`src/rtl/pico_pkg.sv`:
```
// Shared types and defaults for the pico CSR bus master.
package pico_pkg;

    typedef enum logic [1:0] {
        IDLE = 2'd0,
        BUS  = 2'd1,
        RESP = 2'd2
    } state_t;

    localparam int         ADDR_W_DEFAULT  = 8;
    localparam int         TIMEOUT_DEFAULT = 16;
    localparam logic [7:0] ERR_COUNT_MAX   = 8'hFF;

endpackage

```
`src/rtl/pico_timeout_ctr.sv`:
```
// Bus-cycle counter: cleared outside BUS, counts while enabled and flags the last
// allowed cycle before the master gives up on the slave.
module pico_timeout_ctr
    import pico_pkg::*;
#(
    parameter int TIMEOUT = TIMEOUT_DEFAULT
) (
    input  logic clk,
    input  logic rstn,
    input  logic clear,
    input  logic enable,
    output logic expired
);

    localparam logic [7:0] LAST = 8'(TIMEOUT - 1);

    logic [7:0] count;

    // Holds at LAST so a stuck enable can never wrap back to zero.
    always_ff @(posedge clk or negedge rstn) begin
        if (!rstn) begin
            count <= 8'h00;
        end else if (clear) begin
            count <= 8'h00;
        end else if (enable && count != LAST) begin
            count <= count + 8'h01;
        end
    end

    assign expired = (count == LAST);

endmodule

```
`src/rtl/pico_master.sv`:
```
// Single-outstanding CSR bus master: accepts one command, runs one bus cycle
// (or rejects it), and returns one response with optional timeout error.
module pico_master
    import pico_pkg::*;
#(
    parameter int ADDR_W  = ADDR_W_DEFAULT,
    parameter int TIMEOUT = TIMEOUT_DEFAULT
) (
    input  logic              clk,
    input  logic              rstn,
    input  logic              cmd_valid,
    output logic              cmd_ready,
    input  logic              cmd_write,
    input  logic [ADDR_W-1:0] cmd_addr,
    input  logic [31:0]       cmd_wdata,
    input  logic [3:0]        cmd_wstrb,
    output logic              rsp_valid,
    input  logic              rsp_ready,
    output logic [31:0]       rsp_rdata,
    output logic              rsp_err,
    output logic              mem_valid,
    input  logic              mem_ready,
    output logic [3:0]        mem_wstrb,
    output logic [ADDR_W-1:0] mem_addr,
    output logic [31:0]       mem_wdata,
    input  logic [31:0]       mem_rdata,
    output logic [7:0]        err_count,
    output logic [1:0]        dbg_state
);

    // Handshakes: a transfer happens on a rising edge where valid and ready are
    // both high; valid never waits on ready, and the payload is stable while valid.

    state_t state, state_next;
    logic   accept, reject, bus_done, bus_timeout, resp_done;
    logic   tmo_expired;

    assign cmd_ready   = rstn && (state == IDLE);
    assign mem_valid   = (state == BUS);
    assign rsp_valid   = (state == RESP);
    assign dbg_state   = state;

    assign accept      = cmd_valid && cmd_ready;
    assign reject      = accept && cmd_write && (cmd_wstrb == 4'h0);
    // A ready on the expiry cycle counts as completion, so timeout requires !mem_ready.
    assign bus_done    = (state == BUS) && mem_ready;
    assign bus_timeout = (state == BUS) && !mem_ready && tmo_expired;
    assign resp_done   = (state == RESP) && rsp_ready;

    pico_timeout_ctr #(
        .TIMEOUT(TIMEOUT)
    ) u_timeout_ctr (
        .clk    (clk),
        .rstn   (rstn),
        .clear  (state != BUS),
        .enable (state == BUS),
        .expired(tmo_expired)
    );

    always_ff @(posedge clk or negedge rstn) begin
        if (!rstn) begin
            state <= IDLE;
        end else begin
            state <= state_next;
        end
    end

    always_comb begin
        state_next = state;
        case (state)
            IDLE: begin
                if (reject) begin
                    state_next = RESP;
                end else if (accept) begin
                    state_next = BUS;
                end
            end
            BUS: begin
                if (bus_done || bus_timeout) begin
                    state_next = RESP;
                end
            end
            RESP: begin
                if (resp_done) begin
                    state_next = IDLE;
                end
            end
            default: state_next = IDLE;
        endcase
    end

    always_ff @(posedge clk or negedge rstn) begin
        if (!rstn) begin
            mem_addr  <= '0;
            mem_wdata <= 32'h0;
            mem_wstrb <= 4'h0;
            rsp_rdata <= 32'h0;
            rsp_err   <= 1'b0;
            err_count <= 8'h00;
        end else begin
            if (accept) begin
                mem_addr  <= cmd_addr;
                mem_wstrb <= cmd_write ? cmd_wstrb : 4'h0;
                mem_wdata <= cmd_write ? cmd_wdata : 32'h0;
            end
            if (reject || bus_timeout) begin
                rsp_rdata <= 32'h0;
                rsp_err   <= 1'b1;
            end else if (bus_done) begin
                rsp_rdata <= (mem_wstrb == 4'h0) ? mem_rdata : 32'h0;
                rsp_err   <= 1'b0;
            end
            if (resp_done && rsp_err && err_count != ERR_COUNT_MAX) begin
                err_count <= err_count + 8'h01;
            end
        end
    end

endmodule

```
`config.mk`:
```
export PLATFORM = sky130hd
export DESIGN_NAME = pico_master
export DESIGN_NICKNAME = d
export VERILOG_FILES = /design/src/rtl/pico_pkg.sv /design/src/rtl/pico_timeout_ctr.sv /design/src/rtl/pico_master.sv
export SDC_FILE = /design/constraint.sdc
export NUM_CORES = 1
export LEC_CHECK = 0
export CAP_MARGIN = 20
export CORE_ASPECT_RATIO = 0.6
export CORE_MARGIN = 2
export CORE_UTILIZATION = 46
export CTS_BUF_LIST = sky130_fd_sc_hd__clkbuf_16
export CTS_CLUSTER_SIZE = 8
export DETAILED_ROUTE_END_ITERATION = 8
export GPL_TIMING_DRIVEN = 0
export MAX_ROUTING_LAYER = met4
export PLACE_DENSITY = 0.87
export SETUP_SLACK_MARGIN = 0.5
export SLEW_MARGIN = 0
export SYNTH_ARGS = -nofsm -noshare
export SYNTH_HDL_FRONTEND = slang
export SYNTH_HIERARCHICAL = 1
export SYNTH_SLANG_ARGS = --single-unit
```
`constraint.sdc`:
```
create_clock -name clk -period 5.4 [get_ports clk]
set_input_delay 1.08 -clock clk [delete_from_list [all_inputs] [get_ports clk]]
set_output_delay 1.08 -clock clk [all_outputs]
set_load 0.01 [all_outputs]
```
; ---- After elaboration in Yosys (flattened, before gate mapping)
; Index checks and enable logic that the tools add are counted.
[totals]
reg_bits = 95
output_inout_bits = 90
[classes]
add_sub_neg = 2
eq_ne = 9
muxes = 14
n_reduce_logical = 20
[ops]
columns = operator, count
row1 = $mux W32, 4
row2 = $add A8 B1 Y8 const B, 2
row3 = $mux W8, 2
row4 = $logic_and A1 B1 Y1, 11
row5 = $eq A8 B4 Y1 const B, 1
row6 = $logic_not A4 Y1, 2
row7 = $mux W2, 4
row8 = $ne A8 B4 Y1 const B, 1
row9 = $ne A8 B8 Y1 const B, 1
row10 = $pmux W2 S3, 1
row11 = $mux W4, 1
row12 = $ne A2 B1 Y1 const B, 2
row13 = $reduce_bool A2 Y1, 2
row14 = $ne A3 B3 Y1 const B, 1
row15 = $reduce_and A3 Y1, 1
row16 = $eq A2 B1 Y1 const B, 1
row17 = $eq A2 B2 Y1 const B, 1
row18 = $logic_not A2 Y1, 1
row19 = $logic_or A1 B1 Y1, 2
row20 = $mux W1, 2
row21 = $ne A2 B2 Y1 const B, 1
row22 = $logic_not A1 Y1, 1

; ---- Longest topological paths before layout
[depth]
ltp_word = 7
mapped_depth = 6
ltp_nobuf = 5

; ---- By module
; Netlist, hierarchy kept.
[by_module_without_submodules]
columns = module, instances, cells_per_inst, area_per_inst_um2
row1 = pico_master, 1, 334, 3552.2
row2 = pico_timeout_ctr, 1, 44, 446.7

; ---- Worst setup path before layout
; No wires, ideal clock.
[synth_path]
path_type = input to output
start = input rstn
end = output cmd_ready
arrival_time_ns = 1.365
slack_ns = 2.955
stages = 1
path_buffers = 0
path_cell_list = nor3b_2
[synth_via]
elab_chain_len = 1
[synth_rtl]
columns = element, line
row1 = from (decl), pico_master.sv:10  ; input logic rstn,
row2 = $logic_and A1 B1 Y1, pico_master.sv:38  ; assign cmd_ready = rstn && (state == IDLE);
row3 = to (decl), pico_master.sv:12  ; output logic cmd_ready,
; Every way passes these cells.

; ---- Final worst setup path
; Same ends and word-level chain as after synthesis.

==> impl_metrics.json <==
{
  "cp-start-kind": "input pin",
  "async_reset_ff_share_pct": 100,
  "clock-sinks": 95,
  "rsz0062_at_grt": "no",
  "crit_path_start": "rstn",
  "hold_buffers": 0,
  "arrival_ns": 2.84,
  "r2r-start": "u_timeout_ctr/count[5]",
  "htreeDepth": 3,
  "fp.dieW_um": 124,
  "synth_ff_type": "dfrtp_1",
  "path_cells": "buf_4, buf_12, nor3b_2, clkdlybuf4s50_1",
  "dieArea_mm2": 0.00948,
  "grt_pass1_wl_um": 18000,
  "overflow": 0,
  "initial_core_util_pct": 47.1,
  "die_h_um": 76.2,
  "hp-start": "mem_wdata[26]",
  "slew_violations": 0,
  "insertion_delay_ns": 0.33,
  "postCtsSetupRepairBufs": 0,
  "synth_fp_nets": 462,
  "fin_ws_ns": 1.48,
  "place_area_mm2": 0.00586,
  "wl_um": 11000,
  "path_clk_slew_ns": 0.07,
  "drt-initial-drc-count": 211,
  "track_usage_pct": 24.7,
  "setup_viol": 0,
  "firstDrtPassIters": 5,
  "critPathSlowestCell": "clkdlybuf4s50_1",
  "cp_max_fo": 53,
  "postRouteAntennaNets": 0,
  "grt_start_max_net_pins": 54,
  "synth.cell_area_mm2": 0.00400,
  "pre_cts_ws_ns": 1.42,
  "gp_congestion": 0.819,
  "cts-resized-gates": 0,
  "numPortBuffers": 170,
  "cts_buffers": 9,
  "hpwl_um": 8210,
  "p_leak_nw": 2.68,
  "syn_inst": 378,
  "cts_tree": "yes",
  "max_freq_ghz": 0.255,
  "rows": 26,
  "dr_total_vias": 3575,
  "nets": 644,
  "num_antenna_cells": 0,
  "final_hold_viol_count": 0,
  "dp.cells": 661,
  "cpPeakStageDelay_ns": 0.59,
  "cp.required_ns": 4.32,
  "grt_pass1_vias": 3605,
  "cts_root_buf": "clkbuf_16",
  "drc": 0,
  "slew-limit-headroom_pct": 56.0,
  "num_io_pins": 172,
  "seq_area_frac_synth_pct": 59.4,
  "powerDensity_mw_per_mm2": 446,
  "post-route-period-util_pct": 72.5,
  "power_mw": 2.75,
  "drive_above_1_share_pct": 8.67,
  "outcome": "completed",
  "worst_slew_pin_slew_ns": 0.660,
  "setup.worst_path.class": "in2out",
  "ir_drop_mv": 0.250,
  "antenna_found_initial": 0,
  "finalNonFillerCells": 677,
  "syn_to_final_growth_pct": 54.4,
  "fin_skew_ns": 0.00388,
  "yosysUniqueCellTypes": 42,
  "avgSynthCellArea_um2": 10.6,
  "hp-class": "reg2reg",
  "post_drt_wl_per_cell_um": 16.2,
  "fillers": 563,
  "post-route-cell-area_mm2": 0.00617,
  "cts_buffer_depth": 2,
  "yosys_warnings": 6,
  "fin_crit_ns": 3.92,
  "maxCapViolations": 0,
  "routed_via_density": 5.28,
  "coreArea_mm2": 0.00849,
  "cp-end-kind": "output pin",
  "ys_seq_elements": 95,
  "synth_edf_count": 0
}
-- metrics by stage --
step | TNS (ns) | hold WS [ns] | util, %
2_1_floorplan | 0 | 0.516 | -
3_3_place_gp | -61.24 | 0.462 | 68.8
3_5_place_dp | 0 | 0.469 | 69.0
4_1_cts | 0 | 0.484 | 72.7
5_1_grt | 0 | 0.525 | 72.7
6_report | 0 | 0.479 | 72.7
-- metal layers --
metal | GRT usage, % | wire length (µm) | vias to the layer above
met2 | 39.8 | 5330 | 156
met1 | 30.6 | 4680 | 1741
met4 | 6.85 | 153 | 0
met5 | - | 0 | -
li1 | - | - | 1664
met3 | 7.44 | 839 | 14
-- registers in the layout, indices dropped and copies added (netlist names) --
register             flops
mem_addr                 8
rsp_err                  1
err_count                8
mem_wdata               32
dbg_state                2
u_timeout_ctr/count      8
mem_wstrb                4
rsp_rdata               32
-- power by group --
group | switching [mW] | total [mW] | internal (mW)
logic | 0.436 | 1.02 | 0.587
clock network | 0.253 | 0.654 | 0.402
registers | 0.140 | 1.07 | 0.933
total | 0.829 | 2.75 | 1.92
-- critical path: cells and delay by family --
kind          cells  cell delay [ns]
buf+inv           3             1.42
simple gates      1             0.30
-- kinds of logic after synthesis --
| kind of cell | count (synthesis) | share of synthesized area, % |
|---|---|---|
| buffers and inverters | 29 | 4.13 |
| muxes | 13 | 3.60 |
| DFF | 95 | 59.4 |
| xor gates and xnor gates | 5 | 1.10 |
| and+or+nand+nor | 149 | 17.1 |
| AOI/OAI and AO/OA | 85 | 14.0 |
| adders and majority gates | 2 | 0.626 |
-- final timing paths --
path	end	slack, ns	depth (start not counted)
worst max-delay path	cmd_ready	1.48	4
worst min-delay path	mem_wdata[26]	0.48	2
min in group asynchronous	err_count[2]	0.78	1
worst min register to register	mem_wdata[26]	0.48	2
worst max register to register	rsp_rdata[10]	3.34	6
max in group asynchronous	mem_wdata[13]	3.95	2
-- cell type report --
cell class / instances / area (µm²) / share of cell area, %
sequential: 95 / 2380 / 38.5
timing repair buffer: 171 / 1720 / 27.8
multi-input combinational: 254 / 1460 / 23.6
clock buffer: 9 / 225 / 3.65
tap: 112 / 140 / 2.27
buffer: 22 / 139 / 2.25
clock inverter: 7 / 90.1 / 1.46
inverter: 7 / 26.3 / 0.426
-- synthesized netlist by cell type (all sizes together), types with 2 or more instances --
| master | number | share of area, % |
|---|---|---|
| a22oi | 32 | 6.0 |
| a21oi | 6 | 0.75 |
| nand3 | 6 | 0.75 |
| nor3 | 2 | 0.25 |
| nor2b | 2 | 0.31 |
| nor4 | 3 | 1.0 |
| nor2 | 40 | 3.9 |
| buf | 11 | 2.4 |
| or4 | 2 | 0.47 |
| o21ai | 39 | 4.9 |
| clkbuf | 11 | 1.0 |
| nand4 | 3 | 0.47 |
| mux2 | 11 | 3.1 |
| inv | 7 | 0.66 |
| or3 | 3 | 0.56 |
| xor2 | 4 | 0.88 |
| nand2 | 78 | 7.4 |
| and4 | 2 | 0.47 |
| nand2b | 4 | 0.63 |
| ha | 2 | 0.63 |
| mux2i | 2 | 0.50 |
| dfrtp | 95 | 59 |
| a211oi | 2 | 0.38 |
-- cell usage in the layout (no fill, tap or decap), types with 3 or more instances in the layout --
cell             Yosys  routed
nand4_1              3       3
mux2_2              11      11
buf_6                7       7
buf_2                3       3
a21oi_1              6       6
clkdlybuf4s50_1      0     169
nor2_1              39      39
o21ai_0             39      39
nand3_1              6       6
clkbuf_1            11      11
inv_1                7       9
nand2b_1             4       4
nand2_1             77      77
a22oi_1             32      32
clkbuf_16            0       9
or3_2                3       3
clkinvlp_4           0       3
xor2_1               4       4
dfrtp_1             95      95
No activity file was read; power rests on OpenSTA's default activity.
